$ cat src/rtl/iter_divider.sv
// -----------------------------------------------------------------------------
// iter_divider
//
// Multi-cycle 32-bit integer divider that uses restoring shift-and-subtract and
// produces one quotient bit per clock. A start pulse in IDLE latches the
// operands. busy_o is held high while the divide runs. done_o pulses for one
// cycle when the registered quotient, remainder and divide-by-zero flag are
// valid.
//
// Optional feature macro: DIVIDER_SIGNED_EN
//   defined     : signed_i selects signed (truncating) division; magnitude
//                 conversion and sign fix-up logic are built.
//   not defined : signed_i is ignored and all operands are unsigned.
//
// Ports
//   clk_i        in   1   clock, rising edge
//   rst_i        in   1   asynchronous active-high reset
//   start_i      in   1   request, accepted only in IDLE
//   signed_i     in   1   1 = signed operands (DIVIDER_SIGNED_EN only)
//   dividend_i   in  32   dividend, sampled at the accept edge
//   divisor_i    in  32   divisor, sampled at the accept edge
//   busy_o       out  1   high from the accept edge until the result edge
//   done_o       out  1   one-cycle pulse, results valid
//   quotient_o   out 32   quotient, held until the next result
//   remainder_o  out 32   remainder, held until the next result
//   div_zero_o   out  1   divisor was zero, held with the results
// -----------------------------------------------------------------------------
module iter_divider (
    input  logic        clk_i,
    input  logic        rst_i,
    input  logic        start_i,
    input  logic        signed_i,
    input  logic [31:0] dividend_i,
    input  logic [31:0] divisor_i,
    output logic        busy_o,
    output logic        done_o,
    output logic [31:0] quotient_o,
    output logic [31:0] remainder_o,
    output logic        div_zero_o
);

    localparam int DATA_W = 32;

    typedef enum logic [1:0] {
        IDLE = 2'd0,
        RUN  = 2'd1,
        FIN  = 2'd2
    } state_t;

    state_t              state_r, state_nx;
    logic [5:0]          cnt_r;
    logic [DATA_W-1:0]   dq_r;       // dividend bits shift out, quotient bits shift in
    logic [DATA_W-1:0]   rem_r;      // partial remainder
    logic [DATA_W-1:0]   dvs_r;      // divisor magnitude
    logic                dz_r;

    logic                accept;
    logic                div_zero_in;
    logic [DATA_W-1:0]   dvd_mag, dvs_mag;
    logic [DATA_W-1:0]   final_q, final_r;

    logic [DATA_W:0]     shifted;
    logic [DATA_W:0]     diff;
    logic                q_bit;

    assign accept      = (state_r == IDLE) && start_i;
    assign div_zero_in = (divisor_i == '0);

`ifdef DIVIDER_SIGNED_EN
    logic neg_q_r, neg_r_r;
    logic neg_q_in, neg_r_in;

    // Two's-complement negation when neg is set; used both for taking operand
    // magnitudes and for the final sign fix-up.
    function automatic logic [DATA_W-1:0] cond_negate(input logic [DATA_W-1:0] v,
                                                      input logic              neg);
        logic signed [DATA_W-1:0] sv;
        sv = v;
        return neg ? -sv : sv;
    endfunction

    assign neg_q_in = signed_i && (dividend_i[DATA_W-1] ^ divisor_i[DATA_W-1]);
    assign neg_r_in = signed_i && dividend_i[DATA_W-1];
    assign dvd_mag  = cond_negate(dividend_i, signed_i && dividend_i[DATA_W-1]);
    assign dvs_mag  = cond_negate(divisor_i,  signed_i && divisor_i[DATA_W-1]);

    // -0x80000000 / -1 falls out naturally: the magnitude quotient 0x80000000 is
    // not negated because the operand signs match.
    assign final_q  = cond_negate(dq_r,  neg_q_r);
    assign final_r  = cond_negate(rem_r, neg_r_r);
`else
    logic signed_unused;
    assign signed_unused = signed_i;
    assign dvd_mag       = dividend_i;
    assign dvs_mag       = divisor_i;
    assign final_q       = dq_r;
    assign final_r       = rem_r;
`endif

    // One restoring step. The compare is 33 bits wide because the shifted
    // remainder can exceed 32 bits when the divisor is above 2^31.
    assign shifted = {rem_r, dq_r[DATA_W-1]};
    assign diff    = shifted - {1'b0, dvs_r};
    assign q_bit   = ~diff[DATA_W];

    // ---- FSM: next state and busy --------------------------------------------
    always_comb begin
        state_nx = state_r;
        busy_o   = 1'b0;
        case (state_r)
            IDLE: begin
                if (start_i) begin
                    state_nx = div_zero_in ? FIN : RUN;
                end
            end
            RUN: begin
                busy_o = 1'b1;
                if (cnt_r == 6'd31) begin
                    state_nx = FIN;
                end
            end
            FIN: begin
                busy_o   = 1'b1;
                state_nx = IDLE;
            end
            default: state_nx = IDLE;
        endcase
    end

    // ---- Control and result registers (async reset) --------------------------
    always_ff @(posedge clk_i or posedge rst_i) begin
        if (rst_i) begin
            state_r     <= IDLE;
            cnt_r       <= '0;
            done_o      <= 1'b0;
            quotient_o  <= '0;
            remainder_o <= '0;
            div_zero_o  <= 1'b0;
        end else begin
            state_r <= state_nx;
            done_o  <= (state_r == FIN);
            if (accept) begin
                cnt_r      <= '0;
                div_zero_o <= 1'b0;
            end else if (state_r == RUN) begin
                cnt_r <= cnt_r + 6'd1;
            end
            if (state_r == FIN) begin
                quotient_o  <= final_q;
                remainder_o <= final_r;
                div_zero_o  <= dz_r;
            end
        end
    end

    // ---- Datapath registers (no reset; always loaded at accept) --------------
    always_ff @(posedge clk_i) begin
        if (accept) begin
            dvs_r <= dvs_mag;
            dz_r  <= div_zero_in;
            if (div_zero_in) begin
                // Divide by zero skips the iterations; load the fixed result.
                dq_r  <= '1;
                rem_r <= dividend_i;
            end else begin
                dq_r  <= dvd_mag;
                rem_r <= '0;
            end
`ifdef DIVIDER_SIGNED_EN
            neg_q_r <= neg_q_in && !div_zero_in;
            neg_r_r <= neg_r_in && !div_zero_in;
`endif
        end else if (state_r == RUN) begin
            dq_r  <= {dq_r[DATA_W-2:0], q_bit};
            rem_r <= q_bit ? diff[DATA_W-1:0] : shifted[DATA_W-1:0];
        end
    end

endmodule

$ cat config.mk
export PLATFORM = sky130hd
export DESIGN_NAME = iter_divider
export DESIGN_NICKNAME = d
export VERILOG_FILES = /design/src/rtl/iter_divider.sv
export SDC_FILE = /design/constraint.sdc
export NUM_CORES = 1
export LEC_CHECK = 0
export ABC_AREA = 0
export BUFFER_PORTS_ARGS = -buffer_cell sky130_fd_sc_hd__buf_2
export CAP_MARGIN = 20
export CORE_MARGIN = 10
export CORE_UTILIZATION = 59
export CTS_BUF_LIST = sky130_fd_sc_hd__clkbuf_4 sky130_fd_sc_hd__clkbuf_8
export DETAILED_ROUTE_END_ITERATION = 6
export GPL_ROUTABILITY_DRIVEN = 0
export PLACE_DENSITY = 0.78
export REMOVE_ABC_BUFFERS = 1
export SLEW_MARGIN = 20
export SYNTH_ARGS = -nofsm -noshare
export SYNTH_HDL_FRONTEND = slang
export SYNTH_SLANG_ARGS = --single-unit
$ cat constraint.sdc
create_clock -name clk_i -period 3.7 [get_ports clk_i]
set_input_delay 0.185 -clock clk_i [delete_from_list [all_inputs] [get_ports clk_i]]
set_output_delay 0.185 -clock clk_i [all_outputs]
set_load 0.02 [all_outputs]
# After elaboration in Yosys (flattened, before gate mapping)
# Index checks and enable logic that the tools add are counted.
[word_totals]
ff_bits = 171
latch_bits = 0
ram_bits = 0
romBits = 0
in_bits = 68
word_cells = 41
mem_count = 0
[classes]
n_addsub = 2
multipliers = 0
div = 0
magnitude_cmp = 0
eq_ne = 5
n_shift = 0
muxes = 16
bitwise_logic = 1
n_reduce_logical = 7
[op_table]
columns = ["operator", "n"]
rows = [
  ["32-bit two-way mux", 7],
  ["33-bit by 32-bit subtractor with 33-bit output", 1],
  ["32-bit zero test", 1],
  ["6-bit two-way mux", 2],
  ["6-bit by 1-bit adder with 6-bit output, second input constant", 1],
  ["6-bit by 5-bit equality test with 1-bit output, second input constant", 1],
  ["2-bit two-way mux", 3],
  ["2-bit inequality test, second input constant", 2],
  ["2-bit one-hot mux with 2 select lines", 1],
  ["2-bit nonzero test", 2],
  ["1-bit two-way mux", 3],
  ["2-bit by 1-bit equality test with 1-bit output, second input constant", 1],
  ["2-bit equality test, second input constant", 1],
  ["2-bit zero test", 1],
  ["2-bit AND reduction", 1],
  ["2-bit OR reduction", 1],
  ["1-bit logical AND", 1],
  ["1-bit inverter", 1],
]

# Longest topological paths before layout
# Gate-level depths: netlist (run 1).
[logic_depth]
ltp_word = 4
mapped_depth = 13
mapped_depth_nobuf = 12

# Worst setup path after synthesis (run 1)
# No wires, ideal clock.
[synth_path]
kind = "reg2reg"
from = "reg state_r[0]"
to = "reg dq_r[0] (enable)"
setup_time_ns = 0.432
arrival_time_ns = 2.519
t_required_ns = 3.268
slack_ns = 0.748
stages_incl_launch_ff = 6
path_buffers = 1
path_cell_list = "dfrtp_1 -> inv_1 -> ha_1 -> nand2_1 -> clkbuf_1 -> nand2b_1"
[synth_between]
elab_chain_cells = 3
[synth_rtl]
columns = ["item", "line", "rtl"]
rows = [
  ["from (decl)", "50", "state_t state_r, state_nx;"],
  ["from (signal assigned)", "140", "state_r <= state_nx;"],
  ["2-bit zero test", "66", "assign accept = (state_r == IDLE) && start_i;"],
  ["1-bit logical AND", "66", ""],
  ["2-bit nonzero test (no line) *", "-", ""],
  ["to (signal assigned)", "166", "dq_r <= dvd_mag;"],
  ["to (signal assigned)", "174", "dq_r <= {dq_r[DATA_W-2:0], q_bit};"],
  ["to (decl)", "52", "logic [DATA_W-1:0] dq_r;"],
]
# Every way passes the cells marked *; elsewhere a longest branch is shown, timed or not.
# A chain may end at the register's enable or synchronous reset.

# Worst setup path in the final report (run 1)
[layout_path]
from = "reg dq_r[31]"
to = "reg rem_r[9] (netlist: final_r[9]), data pin"
[layout_between]
elab_chain_cells = 4
[layout_rtl]
columns = ["item", "line", "rtl"]
rows = [
  ["33-bit by 32-bit subtractor with 33-bit output", "103", "assign diff = shifted - {1'b0, dvs_r};"],
  ["32-bit two-way mux", "175", "rem_r <= q_bit ? diff[DATA_W-1:0] : shifted[DATA_W-1:0];"],
  ["32-bit two-way mux", "173", "end else if (state_r == RUN) begin"],
  ["32-bit two-way mux", "158", "if (accept) begin"],
  ["to (signal assigned)", "164", "rem_r <= dividend_i;"],
  ["to (signal assigned)", "175", ""],
  ["to (decl)", "53", "logic [DATA_W-1:0] rem_r;"],
]
# Every way passes these cells. The select of a mux whose other input is x is not followed.

==> results of run 1 <==
[synth_stat cells (2+ instances only)]
cell,n
a21boi_0,4
a21o_1,9
a21oi_1,66
a22oi_1,7
a311oi_2,2
a31oi_1,4
and3_1,2
buf_2,2
buf_6,3
clkbuf_1,29
dfrtp_1,74
edfxtp_1,97
ha_1,36
inv_1,46
mux2_2,64
mux2i_1,22
nand2_1,105
nand2b_1,6
nand3_1,11
nand4_1,7
nor2_1,30
nor2b_1,4
nor3_1,4
nor4_1,9
o2111ai_1,3
o211ai_1,3
o21a_1,4
o21ai_0,48
o21ai_1,21
o21bai_1,4
or3_1,3
xnor2_1,15
xor2_1,17
[final cells by class]
class,count,area share
flip-flops and latches,171,0.459
multi-input cells,532,0.355
repair buffers,177,0.109
clock buffers,24,0.0288
well taps,184,0.0222
inverters,46,0.0167
clock inverters,8,0.00904
diodes,2,0.000482
[sequential cells by signal (all words and copies together), names as in the netlist]
signal,cells
dq_r,32
dvs_r,32
final_r,32
quotient_o,32
remainder_o,32
cnt_r,6
state_r,2
div_zero_o,1
done_o,1
dz_r,1
[routing by layer]
| layer | up-vias | part of all wire | GRT usage |
|---|---|---|---|
| met2 | 226 | 0.48 | 0.342 |
| met3 | 35 | 0.068 | 0.0541 |
| met1 | 3270 | 0.44 | 0.281 |
| li1 | 3146 | - | - |
| met5 | - | 0 | 0 |
| met4 | 0 | 0.018 | 0.0721 |
[cells by family (layout without fill, tap and decap cells)]
group	count (synthesis)	after routing
AOI/OAI and AO/OA	192	192
and+or+nand+nor	185	185
DFF	171	171
muxes	86	86
buffers and inverters	80	255
adders and majority gates	37	37
xor gates and xnor gates	32	32
other	0	2
[path summary, 6_finish.rpt]
kind / from / end / slack, ps / cells after the start
worst max-delay path: dq_r[31] / final_r[9] / 360 / 12
worst min-delay path: dividend_i[7] / dq_r[7] / 30 / 3
worst max register to register: dq_r[31] / final_r[9] / 360 / 12
worst min register to register: dz_r / div_zero_o / 470 / 2
max in group asynchronous: rst_i / quotient_o[12] / 2400 / 4
min in group asynchronous: rst_i / remainder_o[23] / 350 / 3
[report_power, final]
part           total [mW]  switching, mW  internal, mW
registers            3.72          0.500          3.22
logic                5.68           3.34          2.34
clock network        1.33          0.663         0.669
total                10.7           4.50          6.22
[critical path: stages (launching register included)]
cell,delay [ps]
edfxtp_1,370
inv_1,50
ha_1,230
fa_1,400
nand2b_1,170
a21oi_1,250
o211ai_2,170
a31oi_2,260
o2111ai_1,210
o311ai_4,210
buf_4,320
mux2i_1,300
a21oi_1,110
[stage by stage]
step | cells | setup WS, ps
3_3_place_gp | 1076 | 467
3_5_place_dp | 1076 | 410
4_1_cts | 1142 | 355
6_report | 1144 | 364
2_1_floorplan | 749 | -358
5_1_grt | 1144 | 152
[repair_timing]
action,CTS,global route
setup buffers,0,0
endpoints found under the hold margin,70,0
hold buffers,34,0
==> qor.yml, run 1 <==
cts:
  cts.repair.resized: 0
  cts_made_buffers: 17
  cts_sinks: 171
  insertion_delay_ps: 470
  cts_buffer_depth: 2
  cts-root-buf: "clkbuf_8"
  cts_tree: "done"
  cts.htree.levels: 4
  path_clk_slew_ps: 90
yosys:
  muxShareOfSynthArea: 0.107
  syn-cell-area_um2: 8760
  synthSimpleGateAreaFrac: 0.0921
  netlist_instances: 783
  syn_avg_cell_area_um2: 11.2
  synth.distinct_cells: 55
  synth_compound_area_frac: 0.134
  synth_seq_cells: 171
  synth_top_family_by_area: "compound AO/OA/AOI/OAI gates"
  netlist.area_leader.share: 0.332
  synthArstFlopShare: 0.433
  yosysWarningCount: 0
  yosysSeqAreaShare: 0.544
  synthFlopType: "edfxtp_1"
  synth_fa_ha_area_frac: 0.0537
  yosysTopAreaCell: "edfxtp_1"
  synth-edff-count: 97
  synth-xor-area-share: 0.0320
  yosys-top-cells-area: "edfxtp_1 (33%), dfrtp_1 (21%), mux2_2 (8.2%)"
sta:
  rsz0062_at_grt: "false"
  drv_slew: 0
  hold-worst-slack_ps: 33.3
  report.final.hold_viol_count: 0
  maxSlewHeadroom: 0.421
  setup_tns_ps: 0
  setup_viol: 0
  post-route-period-util: 0.902
  fmax_mhz: 300
  min_period_ps: 3340
  tightest_slew_ps: 868
  fin_worst_skew_ps: 11.5
floorplan:
  ioPinCount: 135
  start_util: 0.603
  dieArea_um2: 20100
  die_h_um: 142
  core.rowCount: 44
  dieWidth_um: 142
  core-area_um2: 14500
run_status:
  outcome: "finished, final reports clean"
worst_setup_path:
  cp_data_arrival_time_ps: 3520
  crit_fanout: 9
  critPathKind: "flip-flop to flip-flop"
  startpoint_type: "flip-flop"
  cp-end-kind: "flip-flop"
  worst_ep_required_time_ps: 3890
cells_and_area:
  area_growth_pct: 18.5
  drive_gt1_frac: 0.268
  mostFrequentLayoutCell: "buf_2"
  nets: 1050
  regArea_um2: 4760
  stdcell_area_um2: 10400
  final_cell_mix: "buf_2 (133), nand2_1 (104), edfxtp_1 (97)"
  multi_input_area_um2: 3690
  nFillCells: 1089
  final_core_util: 0.714
drt:
  remaining_drc_errors: 0
  antenna_left: 0
  finalWirelength_um: 21500
  drt-initial-drc-count: 597
  wl_per_cell_um: 18.8
  via_count: 6677
  drtPass1Iterations: 6
  vias_per_cell: 5.84
job:
  max_cap_viol_count: 0
power_and_ir_drop:
  peakVddDrop_mv: 0.507
  p_leak_nw: 4.59
  p_total_mw: 10.7
  powerDensity_nw_per_um2: 1030
grt:
  antenna_found_initial: 2
  grt_max_degree: 63
  grt_pass1_wl_um: 34500
  gr-total-overflow: 0
  grt_use_total: 0.215
  grt_pass1_vias: 6707
place:
  dpl.hpwl_um: 15200
  port_buffers: 133
  place_area_um2: 9650
min_path:
  worst_hold_path_type: "input pin to flip-flop"
Power figures use the tool's default switching activity.
==> run 2: changes to the inputs <==
--- a/config.mk
+++ b/config.mk
@@ -14,6 +14,7 @@
 export DETAILED_ROUTE_END_ITERATION = 6
 export GPL_ROUTABILITY_DRIVEN = 0
 export PLACE_DENSITY = 0.78
+export RECOVER_POWER = 25
 export REMOVE_ABC_BUFFERS = 1
 export SLEW_MARGIN = 20
 export SYNTH_ARGS = -nofsm -noshare
==> run 2 against run 1 <==
  * The flow now finishes with violations (max-capacitance violations, max-slew violations)
  * Sequential share of layout area rose by 0.33 points
  * Global-route usage is the same
  * Clock-buffer cell count unchanged
  * Clock power hardly changed
  * Fmax grew 0.17%
  * Register-to-register slack barely moved
  * Critical path type unchanged
  * Largest power group unchanged
==> qor.yml, run 2 (synthesis results as in run 1) <==
run_status:
  outcome: "complete, but fails checks"
  violations: "max-capacitance violations, max-slew violations"
floorplan:
  dieWidth_um: 142
  dieArea_um2: 20100
  core-area_um2: 14500
  start_util: 0.603
  ioPinCount: 135
  core.rowCount: 44
  die_h_um: 142
grt:
  antenna_found_initial: 2
  grt_pass1_wl_um: 34500
  grt_max_degree: 63
  grt_use_total: 0.215
  grt_pass1_vias: 6707
  gr-total-overflow: 0
cts:
  cts-root-buf: "clkbuf_8"
  cts.repair.resized: 0
  cts_buffer_depth: 2
  insertion_delay_ps: 480
  cts_made_buffers: 17
  path_clk_slew_ps: 80
  cts_tree: "done"
  cts_sinks: 171
  cts.htree.levels: 4
worst_setup_path:
  crit_fanout: 9
  cp-end-kind: "flip-flop"
  worst_ep_required_time_ps: 3890
  cpMostUsedCell: "a21oi_1"
  path_cells: "inv_1 -> ha_1 -> fa_1 -> nand2b_1 -> a21oi_1 -> o211ai_2 -> a31oi_2 -> o2111ai_1 -> o311ai_4 -> buf_4 -> mux2i_1 -> a21oi_1"
  cp_data_arrival_time_ps: 3520
  crit_slowest_cell: "fa_1"
  cpPeakStageDelay_ps: 400
  critPathKind: "flip-flop to flip-flop"
  cp_top_family: "compound AO/OA/AOI/OAI gates"
  path_buf_inv: 2
  startpoint_type: "flip-flop"
  cp.depth: 12
  r2r_slack_ps: 370
  worstReg2RegEnd: "final_r[9]"
  reg2reg_depth: 12
  r2r_start: "dq_r[31]"
sta:
  maxSlewHeadroom: -0.236
  post-route-period-util: 0.900
  min_period_ps: 3330
  drv_slew: 39
  fin_worst_skew_ps: 11.4
  report.final.hold_viol_count: 0
  setup_tns_ps: 0
  fmax_mhz: 300
  setup_viol: 0
  rsz0062_at_grt: "false"
  tightest_slew_ps: 1840
power_and_ir_drop:
  power.switching_mw: 4.51
  p_clk_frac: 0.124
  p_leak_nw: 4.41
  powerDensity_nw_per_um2: 1040
  peakVddDrop_mv: 0.512
  seq_power_share: 0.349
  p_int_mw: 6.17
  p_sw_frac: 0.422
  combPwrFrac: 0.527
drt:
  drtPass1Iterations: 6
  antenna_left: 0
  drt-initial-drc-count: 671
  finalWirelength_um: 21500
  vias_per_cell: 5.84
  remaining_drc_errors: 0
  wl_per_cell_um: 18.8
  via_count: 6681
cells_and_area:
  mostFrequentLayoutCell: "nand2_1"
  nets: 1050
  final_cell_mix: "nand2_1 (104), edfxtp_1 (97), dfrtp_1 (74), buf_2 (74), a21oi_1 (66)"
  drive_gt1_frac: 0.207
  area_growth_pct: 17.7
  stdcell_area_um2: 10300
place:
  place_area_um2: 9650
  dpl.hpwl_um: 15200
  port_buffers: 133
min_path:
  whs_path_depth: 3
  min-delay-start: "dividend_i[0]"
  worst_hold_path_type: "input pin to flip-flop"
  timing.hold.worst_endpoint: "final_r[0]"
job:
  max_cap_viol_count: 1
-- run 2: cell count changes in the layout (fill, tap and decap cells not counted) --
cell	change
buf_2	-59
clkinv_2	-1
clkinvlp_2	+1
clkbuf_1	+59
-- run 2: power groups by stage --
stage	Sequential [mW]	Combinational, mW	Clock [mW]
final	3.72	5.62	1.33
after global routing	3.84	6.16	1.41
after CTS	3.71	5.66	1.34
after detailed placement	3.74	5.60	0
after global placement	3.70	5.49	0
after floorplan	4.08	3.68	0
-- run 2: worst max-delay path by stage --
| stage | start | slack (ps) | end |
|---|---|---|---|
| 2_1_floorplan | state_r[0] | -360 | dq_r[0] |
| 3_3_place_gp | dq_r[31] | 470 | final_r[9] |
| 3_5_place_dp | dq_r[31] | 410 | final_r[9] |
| 4_1_cts | dq_r[31] | 360 | final_r[9] |
| 5_1_grt | dq_r[31] | 150 | final_r[9] |
| 6_report | dq_r[31] | 370 | final_r[9] |
-- run 2: layer usage --
| metal | GRT usage | vias up | wire length, um |
|---|---|---|---|
| li1 | - | 3145 | - |
| met1 | 0.281 | 3264 | 9420 |
| met2 | 0.342 | 231 | 10200 |
| met3 | 0.0541 | 41 | 1460 |
| met4 | 0.0721 | 0 | 417 |
| met5 | 0 | - | 0 |
-- run 2: metrics by stage --
stage / instances / hold WS, ps / power [mW] / setup slack [ps] / util
after floorplan: 749 / 284 / 7.76 / -358 / -
after global placement: 1076 / 326 / 9.19 / 467 / 0.664
after detailed placement: 1076 / 332 / 9.34 / 410 / 0.664
after CTS: 1142 / 10.9 / 10.7 / 355 / 0.714
after global routing: 1144 / 40.6 / 11.4 / 152 / 0.709
final: 1144 / 25.4 / 10.7 / 370 / 0.709
-- run 2: layout make-up --
class,count,area [um^2]
diodes,2,5.00
clock buffers,24,299
flip-flops and latches,171,4760
repair buffers,177,1060
multi-input cells,532,3690
well taps,184,230
clock inverters,8,93.8
inverters,46,174
fillers,1134,4220
-- run 2: worst min-delay path, cell delays in order --
cell and delay, ps:
buf_2 90, nand3_1 60, nand2_1 60
-- run 2: repair_timing --
action | in CTS | in global routing
setup buffers | 0 | 0
hold buffers | 34 | 0
hold endpoints to repair | 70 | 0
==> run 3: changes to the inputs <==
--- a/config.mk
+++ b/config.mk
@@ -8,13 +8,11 @@
 export ABC_AREA = 0
 export BUFFER_PORTS_ARGS = -buffer_cell sky130_fd_sc_hd__buf_2
 export CAP_MARGIN = 20
-export CORE_MARGIN = 10
-export CORE_UTILIZATION = 59
+export CORE_UTILIZATION = 64
 export CTS_BUF_LIST = sky130_fd_sc_hd__clkbuf_4 sky130_fd_sc_hd__clkbuf_8
 export DETAILED_ROUTE_END_ITERATION = 6
 export GPL_ROUTABILITY_DRIVEN = 0
-export PLACE_DENSITY = 0.78
-export RECOVER_POWER = 25
+export PLACE_DENSITY = 0.84
 export REMOVE_ABC_BUFFERS = 1
 export SLEW_MARGIN = 20
 export SYNTH_ARGS = -nofsm -noshare
==> constraint.sdc (replaced) <==
create_clock -name clk_i -period 4.1 [get_ports clk_i]
set_input_delay 0.205 -clock clk_i [delete_from_list [all_inputs] [get_ports clk_i]]
set_output_delay 0.205 -clock clk_i [all_outputs]
set_load 0.02 [all_outputs]
==> run 3 against run 2 <==
  * The run now ends clean
  * Flip-flop and latch count unchanged
  * Total power down 9.1%
  * Register-to-register slack hardly changed
  * Wire length shrank 1.4%
  * Cell count shrank 0.87%
  * Critical path depth stayed put
  * Cell area up 0.24%
  * Global-route usage up 10 points
  * Via count grew 2.8%
==> qor.yml, run 3 (synthesis results as in run 1) <==
cells_and_area:
  final_core_util: 0.777
  mostFrequentLayoutCell: "buf_2"
  nets: 1050
  multi_input_area_um2: 3690
  stdcell_area_um2: 10300
  drive_gt1_frac: 0.269
  instances_no_fill: 1134
  area_growth_pct: 18.0
  nFillCells: 820
  n_antenna_cell: 0
  final_cell_mix: "buf_2 (133), nand2_1 (104), edfxtp_1 (97)"
  regArea_um2: 4760
job:
  max_cap_viol_count: 0
sta:
  maxSlewHeadroom: 0.292
  post-route-period-util: 0.913
  setup_viol: 0
  setup_ws_ps: 355
  hold-worst-slack_ps: 62.4
  min_period_ps: 3740
  fmax_mhz: 267
  rsz0062_at_grt: "false"
  tightest_slew_ps: 1060
  setup_tns_ps: 0
  report.final.hold_viol_count: 0
  drv_slew: 0
  fin_worst_skew_ps: 13.6
worst_setup_path:
  cp-end-kind: "flip-flop"
  worstReg2RegEnd: "final_r[12]"
  cp_data_arrival_time_ps: 3940
  r2r_start: "dq_r[31]"
  r2r_slack_ps: 360
  reg2reg_depth: 12
  worst_ep_required_time_ps: 4300
  critPathKind: "flip-flop to flip-flop"
  crit_fanout: 17
  startpoint_type: "flip-flop"
grt:
  gr-usage-met2: 0.506
  gr-total-overflow: 0
  antenna_found_initial: 0
  grtUsageMet3: 0.0685
  grt_max_degree: 43
  grt_pass1_vias: 6841
  use_met1: 0.429
  grt_pass1_wl_um: 34500
  grt_use_total: 0.318
  grt-busiest-layer: "met2"
cts:
  cts_buffer_depth: 2
  cts-root-buf: "clkbuf_8"
  cts_made_buffers: 17
  cts.htree.levels: 4
  cts_sinks: 171
  cts_tree: "done"
  cts.repair.resized: 0
  path_clk_slew_ps: 90
  insertion_delay_ps: 460
run_status:
  outcome: "finished, final reports clean"
place:
  dpl.hpwl_um: 14700
  place_ws_ps: 369
  place_area_um2: 9590
  port_buffers: 133
  dp_cells: 1069
floorplan:
  core-area_um2: 13300
  die_h_um: 119
  dieWidth_um: 119
  core.rowCount: 42
  ioPinCount: 135
  dieArea_um2: 14200
  start_util: 0.659
drt:
  drt-initial-drc-count: 715
  via_count: 6866
  antenna_left: 0
  vias_per_cell: 6.05
  drtPass1Iterations: 5
  wl_per_cell_um: 18.7
  remaining_drc_errors: 0
  finalWirelength_um: 21200
min_path:
  whs_path_depth: 3
  worst_hold_path_type: "input pin to flip-flop"
  min-delay-start: "dividend_i[0]"
  timing.hold.worst_endpoint: "final_r[0]"
power_and_ir_drop:
  peakVddDrop_mv: 0.747
  powerDensity_nw_per_um2: 938
  p_total_mw: 9.70
  p_leak_nw: 4.58
run 3: power by group:
| part | switching, mW | internal [mW] | leakage (nW) |
|---|---|---|---|
| Combinational | 3.03 | 2.06 | 2.54 |
| Sequential | 0.482 | 2.90 | 1.83 |
| Clock | 0.585 | 0.639 | 0.216 |
| Total | 4.10 | 5.60 | 4.58 |
run 3: how the worst max path moves through the flow:
stage	from	cells after the start	to
final	dq_r[31]	12	final_r[12]
after global routing	dq_r[31]	12	final_r[12]
after CTS	dq_r[31]	12	final_r[12]
after detailed placement	dq_r[31]	12	final_r[10]
after global placement	dq_r[31]	12	final_r[11]
after floorplan	state_r[0]	4	dq_r[0]
run 3: layer usage:
layer,vias to the layer above,part of all wire
met2,361,0.48
met5,-,0
met3,54,0.079
li1,3145,-
met4,0,0.026
met1,3306,0.42
run 3: area by class of cell:
cell class                      count  area share
Clock inverter                      7     0.00847
Tap cell                          176      0.0213
Clock buffer                       25      0.0315
Multi-Input combinational cell    532       0.357
Timing Repair Buffer              177       0.104
Sequential cell                   171       0.461
Inverter                           46      0.0167
run 3: worst max-delay path, stage by stage, from the launching register on:
cell and delay (ps):
edfxtp_1 440, inv_1 90, ha_1 190, fa_1 220, nand2b_1 150, a21oi_1 120
o211ai_2 230, a31oi_2 160, o21a_1 240, o311ai_4 850, buf_4 420, mux2i_1 260
a21oi_1 100
run 3: timing repair:
item | CTS | global route
setup buffers | 0 | 0
hold endpoints to repair | 70 | 0
hold buffers | 33 | 0
